--- src/rtl/simplerisc_pkg.sv ---
// -----------------------------------------------------------------------------
// simplerisc_pkg
// Shared types and constants for the SimpleRISC multi-cycle control path:
//   state_e          sequencer state encoding
//   OP_*             opcodes the sequencer treats specially
//   WB_*             register-file write-back source select encodings
//   PC_*             next-PC source select encodings
//   is_long_op()     true for opcodes that run on the multi-cycle divider
// -----------------------------------------------------------------------------
package simplerisc_pkg;

   typedef enum logic [2:0] {
      FETCH  = 3'd0,
      DECODE = 3'd1,
      EXEC   = 3'd2,
      MEM    = 3'd3,
      WB     = 3'd4,
      FAULT  = 3'd5
   } state_e;

   localparam logic [4:0] OP_DIV  = 5'b00011;
   localparam logic [4:0] OP_MOD  = 5'b00100;
   localparam logic [4:0] OP_CMP  = 5'b00101;
   // Highest defined opcode; anything above it is illegal.
   localparam logic [4:0] OP_LAST = 5'b10100;

   localparam logic [1:0] WB_ALU  = 2'd0;
   localparam logic [1:0] WB_LOAD = 2'd1;
   localparam logic [1:0] WB_PC4  = 2'd2;

   localparam logic [1:0] PC_PLUS4  = 2'd0;
   localparam logic [1:0] PC_BRANCH = 2'd1;
   localparam logic [1:0] PC_RET    = 2'd2;

   function automatic logic is_long_op(input logic [4:0] op);
      return (op == OP_DIV) || (op == OP_MOD);
   endfunction

endpackage

--- src/rtl/simplerisc_branch_resolve.sv ---
// -----------------------------------------------------------------------------
// simplerisc_branch_resolve
// Combinational next-PC source selection for the retire cycle.
// Ports:
//   is_ret, is_ubranch, is_call, is_beq, is_bgt  decoded flags of current IR
//   flag_e, flag_gt                              architectural (registered) flags
//   pc_sel                                       PC_RET / PC_BRANCH / PC_PLUS4
// -----------------------------------------------------------------------------
module simplerisc_branch_resolve
   import simplerisc_pkg::*;
(
   input  logic       is_ret,
   input  logic       is_ubranch,
   input  logic       is_call,
   input  logic       is_beq,
   input  logic       is_bgt,
   input  logic       flag_e,
   input  logic       flag_gt,
   output logic [1:0] pc_sel
);

   always_comb begin
      pc_sel = PC_PLUS4;
      if (is_ret) begin
         pc_sel = PC_RET;
      end else if (is_ubranch || is_call || (is_beq && flag_e) || (is_bgt && flag_gt)) begin
         pc_sel = PC_BRANCH;
      end
   end

endmodule

--- src/rtl/simplerisc_multicycle_sequencer.sv ---
// -----------------------------------------------------------------------------
// simplerisc_multicycle_sequencer
// Multi-cycle control FSM for SimpleRISC: FETCH -> DECODE -> EXEC -> [MEM] ->
// [WB], with memory handshakes, divider start/wait, condition flags and the
// PC/IR/register-file write strobes. A memory wait longer than MEM_TIMEOUT
// cycles, or an illegal opcode, parks the sequencer in FAULT until reset.
// Ports:
//   clk, rst_n                  clock, asynchronous active-low reset
//   ir_opcode, is_*             current instruction opcode and decoded flags
//   alu_flag_e, alu_flag_gt     compare results, sampled at cmp EXEC exit
//   alu_done                    divider completion pulse
//   imem_ack, dmem_ack          memory acknowledge pulses
//   imem_req, dmem_req, dmem_we memory requests (dmem_we = store)
//   ir_we, alu_start, rf_we     IR load, divider start, register write
//   wb_sel, pc_we, pc_sel       write-back source, PC update and source
//   flag_e, flag_gt             architectural flags
//   instr_retired, fault        retire pulse, sticky fault
// -----------------------------------------------------------------------------
module simplerisc_multicycle_sequencer
   import simplerisc_pkg::*;
#(
   parameter int MEM_TIMEOUT = 255,
   parameter int TMO_W       = 8
)(
   input  logic       clk,
   input  logic       rst_n,
   input  logic [4:0] ir_opcode,
   input  logic       is_ret,
   input  logic       is_st,
   input  logic       is_wb,
   input  logic       is_beq,
   input  logic       is_bgt,
   input  logic       is_ubranch,
   input  logic       is_ld,
   input  logic       is_call,
   input  logic       alu_flag_e,
   input  logic       alu_flag_gt,
   input  logic       alu_done,
   input  logic       imem_ack,
   input  logic       dmem_ack,
   output logic       imem_req,
   output logic       dmem_req,
   output logic       dmem_we,
   output logic       ir_we,
   output logic       alu_start,
   output logic       rf_we,
   output logic [1:0] wb_sel,
   output logic       pc_we,
   output logic [1:0] pc_sel,
   output logic       flag_e,
   output logic       flag_gt,
   output logic       instr_retired,
   output logic       fault
);

   state_e           state, state_nx;
   logic             armed;       // low during reset and until the first edge after release
   logic             exec_first;  // first cycle of EXEC
   logic [TMO_W-1:0] tmo_cnt;
   logic             tmo_expired;
   logic             waiting;
   logic             retire;
   logic             load_flags;
   logic [1:0]       br_sel;

   simplerisc_branch_resolve u_branch_resolve (
      .is_ret     (is_ret),
      .is_ubranch (is_ubranch),
      .is_call    (is_call),
      .is_beq     (is_beq),
      .is_bgt     (is_bgt),
      .flag_e     (flag_e),
      .flag_gt    (flag_gt),
      .pc_sel     (br_sel)
   );

   // The final permitted waiting cycle: an ack here is still honoured,
   // otherwise the request is abandoned at this edge.
   assign tmo_expired = (tmo_cnt == TMO_W'(MEM_TIMEOUT - 1));

   always_comb begin
      state_nx   = state;
      imem_req   = 1'b0;
      dmem_req   = 1'b0;
      dmem_we    = 1'b0;
      ir_we      = 1'b0;
      alu_start  = 1'b0;
      rf_we      = 1'b0;
      wb_sel     = WB_ALU;
      fault      = 1'b0;
      waiting    = 1'b0;
      retire     = 1'b0;
      load_flags = 1'b0;
      // Gating on armed keeps every output low while reset is held, since the
      // reset state is FETCH and would otherwise raise imem_req immediately.
      if (armed) begin
         case (state)
            FETCH: begin
               imem_req = 1'b1;
               if (imem_ack) begin
                  ir_we    = 1'b1;
                  state_nx = DECODE;
               end else begin
                  waiting = 1'b1;
                  if (tmo_expired) state_nx = FAULT;
               end
            end
            DECODE: begin
               state_nx = (ir_opcode > OP_LAST) ? FAULT : EXEC;
            end
            EXEC: begin
               alu_start = is_long_op(ir_opcode) && exec_first;
               if (!is_long_op(ir_opcode) || alu_done) begin
                  load_flags = (ir_opcode == OP_CMP);
                  if (is_ld || is_st) begin
                     state_nx = MEM;
                  end else if (is_wb) begin
                     state_nx = WB;
                  end else begin
                     retire   = 1'b1;
                     state_nx = FETCH;
                  end
               end
            end
            MEM: begin
               dmem_req = 1'b1;
               dmem_we  = is_st;
               if (dmem_ack) begin
                  if (is_st) begin
                     retire   = 1'b1;
                     state_nx = FETCH;
                  end else begin
                     state_nx = WB;
                  end
               end else begin
                  waiting = 1'b1;
                  if (tmo_expired) state_nx = FAULT;
               end
            end
            WB: begin
               rf_we    = 1'b1;
               wb_sel   = is_call ? WB_PC4 : (is_ld ? WB_LOAD : WB_ALU);
               retire   = 1'b1;
               state_nx = FETCH;
            end
            FAULT: begin
               fault = 1'b1;
            end
            default: begin
               state_nx = FAULT;
            end
         endcase
      end
      pc_we         = retire;
      instr_retired = retire;
      pc_sel        = retire ? br_sel : PC_PLUS4;
   end

   always_ff @(posedge clk or negedge rst_n) begin
      if (!rst_n) begin
         state      <= FETCH;
         armed      <= 1'b0;
         exec_first <= 1'b0;
         tmo_cnt    <= '0;
         flag_e     <= 1'b0;
         flag_gt    <= 1'b0;
      end else begin
         armed      <= 1'b1;
         state      <= state_nx;
         exec_first <= (state == DECODE) && (state_nx == EXEC);
         if ((state_nx != state) && ((state_nx == FETCH) || (state_nx == MEM))) begin
            tmo_cnt <= '0;
         end else if (waiting) begin
            tmo_cnt <= tmo_cnt + TMO_W'(1);
         end
         if (load_flags) begin
            flag_e  <= alu_flag_e;
            flag_gt <= alu_flag_gt;
         end
      end
   end

endmodule

--- config.mk ---
export PLATFORM = sky130hd
export DESIGN_NAME = simplerisc_multicycle_sequencer
export DESIGN_NICKNAME = d
export VERILOG_FILES = /design/src/rtl/simplerisc_pkg.sv /design/src/rtl/simplerisc_branch_resolve.sv /design/src/rtl/simplerisc_multicycle_sequencer.sv
export SDC_FILE = /design/constraint.sdc
export NUM_CORES = 1
export LEC_CHECK = 0
export BUFFER_PORTS_ARGS = -buffer_cell sky130_fd_sc_hd__buf_4
export CAP_MARGIN = 20
export CORE_UTILIZATION = 30
export CTS_CLUSTER_SIZE = 24
export DETAILED_ROUTE_END_ITERATION = 12
export PLACE_DENSITY = 0.59
export SYNTH_ARGS = -nofsm -noshare
export SYNTH_HDL_FRONTEND = slang
export SYNTH_SLANG_ARGS = --single-unit
--- constraint.sdc ---
create_clock -name clk -period 2.2 [get_ports clk]
set_input_delay 0.33 -clock clk [delete_from_list [all_inputs] [get_ports clk]]
set_output_delay 0.33 -clock clk [all_outputs]
set_load 0.02 [all_outputs]
==> impl_metrics.ini <==
[outcome]
status = finished, violations left
failed_checks = setup timing

[die]
die_area_um2 = 3960
row_count = 21
standard_cell_core_area_um2 = 3440
boundaryPins = 35
start_util_pct = 32.3
floorplan.die.height_um = 62.9
chipWidth_um = 62.9

[worst_setup_path]
critical_path.max_stage_delay_ns = 0.38
worstPathArrival_ns = 1.88
crit_start = state[1]
critical_path_buffers_and_inverters = 1
largest_delay_share_family_worst_path = simple AND/OR/NAND/NOR gates
worst_r2r_startpoint = state[1]
critical_path_end_type = primary output
start_kind = flop
critPathMaxFanout = 5
worstSetupPathType = reg2out
crit_path_cell_trace = or2b_4 -> or2_4 -> nor4_4 -> a221o_1 -> and2_1 -> buf_6
worstPathRequired_ns = 1.87
critical_path.slowest_cell = sky130_fd_sc_hd__dfrtp_1

[synthesis]
syn_avg_cell_area_um2 = 8.36
synthTopCellsByArea = sky130_fd_sc_hd__dfrtp_1 34%, sky130_fd_sc_hd__nor2_1 6.4%, sky130_fd_sc_hd__xnor2_1 4.7%
synthesis.instances = 133
synth_async_sr_flop_share_pct = 100
ys.warnings.count = 0
synth_largest_type_area_fraction_pct = 33.7
netlist_area_um2 = 1110
synth_top_area_cell = sky130_fd_sc_hd__dfrtp_1
yosys_register_bits = 15
synth_enable_flop_cells = 0
net_count_after_synthesis = 155
synthFlopType = sky130_fd_sc_hd__dfrtp_1
synth.yosys.seq_area_share_pct = 33.7
synthDistinctLibCells = 46

[job]
cap_viol_max_count = 0

[routing]
detail_route.first_pass.iterations = 4
drt-vias-per-instance = 5.06
drt_wl_total_um = 3210
drt_first_iter_violations = 33
wl_per_cell_um = 13.8
drc_violations = 0
route.vias.total = 1175
antenna_violating_nets_post_route = 0

[hold_path]
hold_path_class = in2reg
worst_hold_startpoint = alu_flag_e

[clocking]
cts_sinks = 15
clockBufferDepth = 2
cts_root_buf = sky130_fd_sc_hd__clkbuf_8
max_h_tree_level = 1
clk_pin_slew_ns = 0.07
tritoncts = built
numCtsBuffers = 3
worstSkewPairLatency_ns = 0.25

[final_layout]
areaGrowthSynthToFinish_pct = 55.9
final-instance-count-excl-fill = 232
drive_gt1_share_pct = 46.2
num-fill-cells = 333
antennaDiodeCount = 0
finalNetCount = 209

[timing]
hold_violations = 0
fin_crit_ns = 2.21
timing.hold.ws_ns = 0.306
rsz0062_at_grt = true
worst_slack_ns = -0.00960
timing.final.crit_share_pct = 100
fmax_mhz = 453
final.setup_skew_ns = 0.00576
final-setup-viol-count = 2
timing.final.max_slew_violations = 0

[power_and_ir_drop]
ir_worst_vdd_mv = 0.245
leakagePower_nw = 0.742
total_power_divided_by_cell_area_nw_per_um2 = 333

[global_route]
globalRouteOverflowTotal = 0
grt_first_pass_wirelength_um = 5180
globalRouteTotalUtil_pct = 16.7
grt_antenna_before_repair = 0
via_count_of_the_first_global_routing_pass = 1131
largest_net_degree_at_the_start_of_global_routing = 16

[placed_design]
port_buffers = 34
dpl.cell_count = 225
dp_hpwl_um = 2440
rd_place_congestion = 0.859
## registers in the layout, indices dropped and copies added (netlist names)
register,flops
flag_e,1
armed,1
state,3
exec_first,1
flag_gt,1
tmo_cnt,8
## cell families (layout without fill, tap and decap cells)
group,count (synthesis),in the layout,share of synthesized area [%]
simple gates,74,74,36.0
compound gates,24,24,16.9
flops,15,15,33.7
buf+inv,8,61,3.26
xor+xnor,7,7,5.51
fa+ha+maj,2,2,2.25
mux,2,2,2.02
other cells,1,1,0.337
## stage by stage
step | util (%) | instance area [um^2] | TNS [ns] | setup WS [ns] | power, mW
after floorplan | - | 1120 | 0 | 0.0167 | 0.300
after global placement | 44.5 | 1530 | -0.813 | -0.105 | 0.349
after detailed placement | 44.5 | 1530 | -1.07 | -0.147 | 0.351
after CTS | 46.8 | 1610 | -0.0863 | -0.0440 | 0.586
after global routing | 50.4 | 1730 | -0.433 | -0.106 | 0.608
final | 50.4 | 1730 | -0.0191 | -0.00960 | 0.577
## metal layers
metal,global-route usage (%),vias up,part of all wire (%)
met5,0,-,0
li1,-,584,-
met3,3.28,4,4.5
met2,27.7,33,51
met4,6.10,0,1.1
met1,21.1,554,43
## synth_stat cells (2+ instances only)
master and instances:
sky130_fd_sc_hd__or3_1 2, sky130_fd_sc_hd__o211ai_1 2, sky130_fd_sc_hd__xnor2_1 6, sky130_fd_sc_hd__or3b_1 2, sky130_fd_sc_hd__and2_1 6, sky130_fd_sc_hd__nand3_1 3
sky130_fd_sc_hd__nand4_1 2, sky130_fd_sc_hd__nor3_1 7, sky130_fd_sc_hd__nand2_1 11, sky130_fd_sc_hd__inv_1 3, sky130_fd_sc_hd__buf_2 2, sky130_fd_sc_hd__nor4_1 3
sky130_fd_sc_hd__dfrtp_1 15, sky130_fd_sc_hd__a21oi_1 6, sky130_fd_sc_hd__nor3b_1 2, sky130_fd_sc_hd__nor2_1 19, sky130_fd_sc_hd__and3_1 2, sky130_fd_sc_hd__nand2b_1 4
sky130_fd_sc_hd__clkbuf_1 2, sky130_fd_sc_hd__o21ai_0 5, sky130_fd_sc_hd__nand3b_1 2, sky130_fd_sc_hd__mux2_2 2, sky130_fd_sc_hd__ha_1 2
## path summary, 6_finish.rpt
| check | to | slack, ns | cells past startpoint |
|---|---|---|---|
| setup / recovery | pc_sel[1] | -0.01 | 6 |
| hold / removal | flag_e | 0.31 | 2 |
| setup reg to reg | tmo_cnt[3] | 0.04 | 7 |
| hold reg to reg | flag_e | 0.54 | 1 |
| max in group asynchronous | state[1] | 1.55 | 2 |
| min in group asynchronous | tmo_cnt[5] | 0.47 | 2 |
## where the power goes
part,switching (mW),internal [mW]
combinational,0.0301,0.0378
clock,0.103,0.126
sequential,0.00338,0.277
total,0.137,0.440
## cell usage in the layout, fill, tap and decap left out, types with 2 or more instances in the layout
cell / n
sky130_fd_sc_hd__nand3_1: 3
sky130_fd_sc_hd__nand2_1: 10
sky130_fd_sc_hd__nor2_4: 3
sky130_fd_sc_hd__clkbuf_8: 3
sky130_fd_sc_hd__ha_1: 2
sky130_fd_sc_hd__a21oi_2: 2
sky130_fd_sc_hd__nand3b_1: 2
sky130_fd_sc_hd__nor4_1: 2
sky130_fd_sc_hd__buf_4: 50
sky130_fd_sc_hd__xnor2_1: 6
sky130_fd_sc_hd__nand2b_1: 4
sky130_fd_sc_hd__nand4_1: 2
sky130_fd_sc_hd__inv_1: 3
sky130_fd_sc_hd__nor2_1: 10
sky130_fd_sc_hd__dfrtp_1: 15
sky130_fd_sc_hd__nor3b_1: 2
sky130_fd_sc_hd__buf_6: 2
sky130_fd_sc_hd__o21ai_0: 3
sky130_fd_sc_hd__and2_1: 5
sky130_fd_sc_hd__a21oi_1: 4
sky130_fd_sc_hd__o211ai_1: 2
sky130_fd_sc_hd__nor3_1: 6
sky130_fd_sc_hd__mux2_2: 2
sky130_fd_sc_hd__nor2_2: 6
## worst register-to-register path, cell delays in order (launching register included)
cell	delay, ns
sky130_fd_sc_hd__dfrtp_1	0.38
sky130_fd_sc_hd__or3b_4	0.40
sky130_fd_sc_hd__or3_4	0.39
sky130_fd_sc_hd__and3_4	0.20
sky130_fd_sc_hd__nand4b_1	0.23
sky130_fd_sc_hd__a31oi_4	0.24
sky130_fd_sc_hd__buf_12	0.16
sky130_fd_sc_hd__nor2_4	0.04
## layout make-up
class,instances,area (um^2),area share (%)
clock inverter,1,5.00,0.289
sequential,15,375,21.6
inverter,3,11.3,0.649
tap,46,57.6,3.32
clock buffer,3,41.3,2.38
timing repair buffer,54,428,24.7
multi-input combinational,110,816,47.0
## timing repair
| item | in CTS | in global routing |
|---|---|---|
| endpoints found under the setup margin | 12 | 12 |
| hold endpoints to repair | 15 | 0 |
| hold buffers | 1 | 0 |
| gates resized for setup | 5 | 27 |
| setup buffers | 0 | 2 |
| pin swaps | 1 | 7 |
Power figures use the tool's default switching activity.
